### src/rtl/instr_trace_buffer.sv
// Instruction trace capture buffer: records {pc, instr, cycle} whenever the core PC changes
// while tracing is enabled, and presents the oldest entry show-ahead to a valid/ready consumer.
module instr_trace_buffer #(
    parameter int DEPTH = 16,
    parameter int CYC_W = 32
) (
    input  logic                     clk,
    input  logic                     reset,
    input  logic [31:0]              pc_in,
    input  logic [31:0]              instr_in,
    input  logic                     trace_en,
    output logic                     out_valid,
    input  logic                     out_ready,
    output logic [31:0]              out_pc,
    output logic [31:0]              out_instr,
    output logic [CYC_W-1:0]         out_cycle,
    output logic [$clog2(DEPTH):0]   count,
    output logic                     overflow,
    output logic [15:0]              drop_cnt
);

    localparam int AW = $clog2(DEPTH);
    localparam int CW = AW + 1;

    logic [31:0]      pc_mem    [DEPTH];
    logic [31:0]      instr_mem [DEPTH];
    logic [CYC_W-1:0] cyc_mem   [DEPTH];

    logic [CYC_W-1:0] cyc_q, cyc_d;
    logic [31:0]      last_pc_q, last_pc_d;
    logic [AW-1:0]    wr_ptr_q, wr_ptr_d;
    logic [AW-1:0]    rd_ptr_q, rd_ptr_d;
    logic [CW-1:0]    count_q, count_d;
    logic             overflow_q, overflow_d;
    logic [15:0]      drop_cnt_q, drop_cnt_d;

    logic capture, pop, push, drop, full;

    always_comb begin
        capture    = trace_en && (pc_in != last_pc_q);
        full       = (count_q == CW'(DEPTH));
        pop        = (count_q != '0) && out_ready;
        // A full buffer still accepts a capture when the head leaves in the same cycle.
        push       = capture && (!full || pop);
        drop       = capture && full && !pop;

        cyc_d      = cyc_q + CYC_W'(1);
        last_pc_d  = capture ? pc_in : last_pc_q;
        wr_ptr_d   = push ? wr_ptr_q + AW'(1) : wr_ptr_q;
        rd_ptr_d   = pop  ? rd_ptr_q + AW'(1) : rd_ptr_q;
        count_d    = count_q;
        if (push && !pop) begin
            count_d = count_q + CW'(1);
        end else if (pop && !push) begin
            count_d = count_q - CW'(1);
        end
        overflow_d = overflow_q || drop;
        drop_cnt_d = (drop && (drop_cnt_q != 16'hFFFF)) ? drop_cnt_q + 16'd1 : drop_cnt_q;
    end

    always_ff @(posedge clk) begin
        if (reset) begin
            cyc_q      <= '0;
            last_pc_q  <= 32'hFFFF_FFFF;
            wr_ptr_q   <= '0;
            rd_ptr_q   <= '0;
            count_q    <= '0;
            overflow_q <= 1'b0;
            drop_cnt_q <= '0;
        end else begin
            cyc_q      <= cyc_d;
            last_pc_q  <= last_pc_d;
            wr_ptr_q   <= wr_ptr_d;
            rd_ptr_q   <= rd_ptr_d;
            count_q    <= count_d;
            overflow_q <= overflow_d;
            drop_cnt_q <= drop_cnt_d;
        end
    end

    // Storage is deliberately left unreset; entries are only observable once written.
    always_ff @(posedge clk) begin
        if (push && !reset) begin
            pc_mem[wr_ptr_q]    <= pc_in;
            instr_mem[wr_ptr_q] <= instr_in;
            cyc_mem[wr_ptr_q]   <= cyc_q;
        end
    end

    assign out_valid = (count_q != '0);
    assign out_pc    = pc_mem[rd_ptr_q];
    assign out_instr = instr_mem[rd_ptr_q];
    assign out_cycle = cyc_mem[rd_ptr_q];
    assign count     = count_q;
    assign overflow  = overflow_q;
    assign drop_cnt  = drop_cnt_q;

endmodule

### config.mk
export PLATFORM = sky130hd
export DESIGN_NAME = instr_trace_buffer
export DESIGN_NICKNAME = d
export VERILOG_FILES = /design/src/rtl/instr_trace_buffer.sv
export SDC_FILE = /design/constraint.sdc
export NUM_CORES = 1
export LEC_CHECK = 0
export BUFFER_PORTS_ARGS = -buffer_cell sky130_fd_sc_hd__buf_4
export CELL_PAD_IN_SITES_DETAIL_PLACEMENT = 0
export CELL_PAD_IN_SITES_GLOBAL_PLACEMENT = 1
export CORE_AREA = 2 2 325 327
export CTS_CLUSTER_SIZE = 40
export DETAILED_ROUTE_END_ITERATION = 10
export DIE_AREA = 0 0 327 329
export PLACE_DENSITY_LB_ADDON = 0.1
export RECOVER_POWER = 100
export SYNTH_ARGS = -nofsm -noshare
export SYNTH_HDL_FRONTEND = slang
export SYNTH_SLANG_ARGS = --single-unit
### constraint.sdc
create_clock -name clk -period 9.5 [get_ports clk]
set_input_delay 1.9 -clock clk [delete_from_list [all_inputs] [get_ports clk]]
set_output_delay 1.9 -clock clk [all_outputs]
set_load 0.01 [all_outputs]
==> results_dict.tcl <==
set metrics [dict create \
    p_per_area_nw_per_um2 251 \
    cts_buffers 161 \
    die_w_um 327 \
    clock_sinks 1634 \
    cts-root-buf "clkbuf_16" \
    grt_pass1_vias 29018 \
    synth_top_family_by_area "multiplexers" \
    final.fill_count 6595 \
    grt-ovfl-total 0 \
    routed_wl_um 128000 \
    yosys.area_share.simple 0.0179 \
    cp_max_fo 43 \
    cap_violations 23 \
    final-setup-viol-count 0 \
    status "complete, but fails checks" \
    portBuffers 186 \
    layout_commonest_cell "edfxtp_1" \
    yosysTopAreaCellShare 0.743 \
    io_pins 187 \
    ys_types 45 \
    ys_warn_count 0 \
    rows 119 \
    yosys.area_share.adder 0.00254 \
    coreArea_um2 104000 \
    drc 0 \
    clock_latency_ns 0.75 \
    fin_crit_sh 0.812 \
    fin_nets 2964 \
    hold_violations 0 \
    dr.pass1.iters 7 \
    final_cell_count_no_fill 4408 \
    syn_area_per_cell_um2 23.6 \
    synth-compound-area-share 0.00522 \
    track_usage 0.244 \
    hpwl_um 66900 \
    drt_iter0_markers 2667 \
    antenna_found_initial 6 \
    worstMarginPinSlew_ns 3.97 \
    criticalPathCategory "flip-flop to output pin" \
    gp_congestion 0.762 \
    postLayoutCoreUtil 0.667 \
    vdd_drop_max_uv 250 \
    cts_setup_buffers 0 \
    cp-end-kind "output pin" \
    vias 27974 \
    synth_area_leader_cell "edfxtp_1" \
    clock_skew_ns 0.0186 \
    design_power_total_uw 17400 \
    ff2ff_setup_slack_ns 3.48 \
    hold_slack_ns 0.498 \
    yosys-top-cells-area "edfxtp_1 74%, mux4_2 17%, dfxtp_1 3.2%, xor2_1 0.69%, mux2i_1 0.55%" \
    clkTransAtPathRegs_ns 0.06 \
    fin_crit_ns 7.71 \
    dp_cells 4112 \
    worstReg2RegEnd "instr_mem[4][6]" \
    cts_hold_buf 0 \
    area_growth_pct 12.1 \
    muxShareOfSynthArea 0.181 \
    ys_ff_latch 1634 \
    viasPerCell 6.35 \
    finalMaxSlewViolations 870 \
    synth-edff-count 1536 \
    synthArstFlopShare 0 \
    synth_xor_area_frac 0.00903 \
    cp-start-kind "flip-flop" \
    final_cell_mix "1536 x edfxtp_1, 480 x mux4_2, 229 x clkbuf_1" \
    start_util 0.595 \
    slew_headroom -1.65 \
    multi_input_area_um2 13400 \
    cp_data_required_time_ns 7.60 \
    rsz0062_at_grt "false" \
    yosysSeqAreaShare 0.775 \
    grt_pass1_wl_um 191000 \
    die_h_um 329 \
    crit_path_end "out_cycle[3]" \
    hp-class "flip-flop to flip-flop" \
    synthCells 2632 \
    drive_above_1_share 0.251 \
    setup-tns-final_ns 0 \
    htree_levels 4 \
    netlist_area_um2 62100 \
    synthesis.nets 2712 \
    cts_buffer_depth 3 \
    grt_max_degree 145 \
    power_leakage_uw 0.0213 \
    die_area_um2 108000 \
    post_cts_resize_count 0 \
    reg2reg_depth 7 \
    reg2reg_from "last_pc_q[5]" \
    cts_tree "yes" \
    fmax_ghz 0.130 \
    ant_nets 0 \
    worstPathArrival_ns 5.81 \
    wl_per_cell_um 29.0 \
    violations "max-capacitance violations, max-slew violations" \
    seqCellArea_um2 48100 \
    synth_flop_cell "edfxtp_1" \
]
[registers in the layout, indices dropped and copies added, names as in the netlist, named ones only]
register and cells:
last_pc_q 32, drop_cnt 16, cyc_q 32, pc_mem 512, instr_mem 512, overflow 1, count 5, rd_ptr_q 4
wr_ptr_q 4, cyc_mem 512
[metal layers]
layer / track usage / wire (um)
met1: 0.361 / 54100
met2: 0.385 / 62900
met3: 0.0437 / 8160
met4: 0.0641 / 2680
met5: 0 / 44
[logic make-up after synthesis]
group	count (synthesis)
flops	1634
mux	519
simple gates	211
buf+inv	142
xor+xnor	64
compound gates	50
fa+ha+maj	12
[worst max-delay path: stages, from the launching register on]
cell      delay [ns]
dfxtp_4         0.53
clkbuf_1        2.83
buf_4           0.96
mux4_2          0.51
buf_4           0.20
[worst min path at each step]
stage	startpoint	endpoint	slack (ns)	cells past startpoint
floorplan	last_pc_q[0]	last_pc_q[0]	0.46	2
global placement	overflow	overflow	0.47	2
detailed placement	last_pc_q[19]	last_pc_q[19]	0.48	2
CTS	last_pc_q[25]	last_pc_q[25]	0.50	2
global route	overflow	overflow	0.53	2
finish	last_pc_q[25]	last_pc_q[25]	0.50	2
[cell type report]
type	count	share of cell area
clock inverters	73	0.0109
multi-input cells	856	0.192
repair buffers	224	0.0153
inverters	7	0.000449
flip-flops and latches	1634	0.691
diodes	3	0.000108
well taps	1391	0.0250
clock buffers	220	0.0653
[power by group]
group,switching [uW],total (uW),leakage (uW),internal (uW)
clock network,2570,6340,0.00259,3770
registers,138,8080,0.0148,7940
logic,1420,3020,0.00398,1600
total,4130,17400,0.0213,13300
[synth_stat cells (9+ instances only)]
master and number:
mux2i_1 34, dfxtp_1 98, xnor2_1 15, edfxtp_1 1536, o31ai_1 9, nor2_1 46
nor4_1 10, nand3_1 22, xor2_1 49, nand4_1 10, mux4_2 480, clkbuf_1 81
a21oi_1 22, and4_1 11, nand2_1 50, ha_1 11, buf_2 45, or4_1 10
and3_1 21
[through the flow]
stage	setup slack, ns	cell area (um^2)
global route	1.62	69600
detailed placement	3.37	65100
floorplan	3.79	62100
CTS	3.29	70400
global placement	3.50	65100
finish	1.79	69600
No activity file was read; power rests on OpenSTA's default activity.
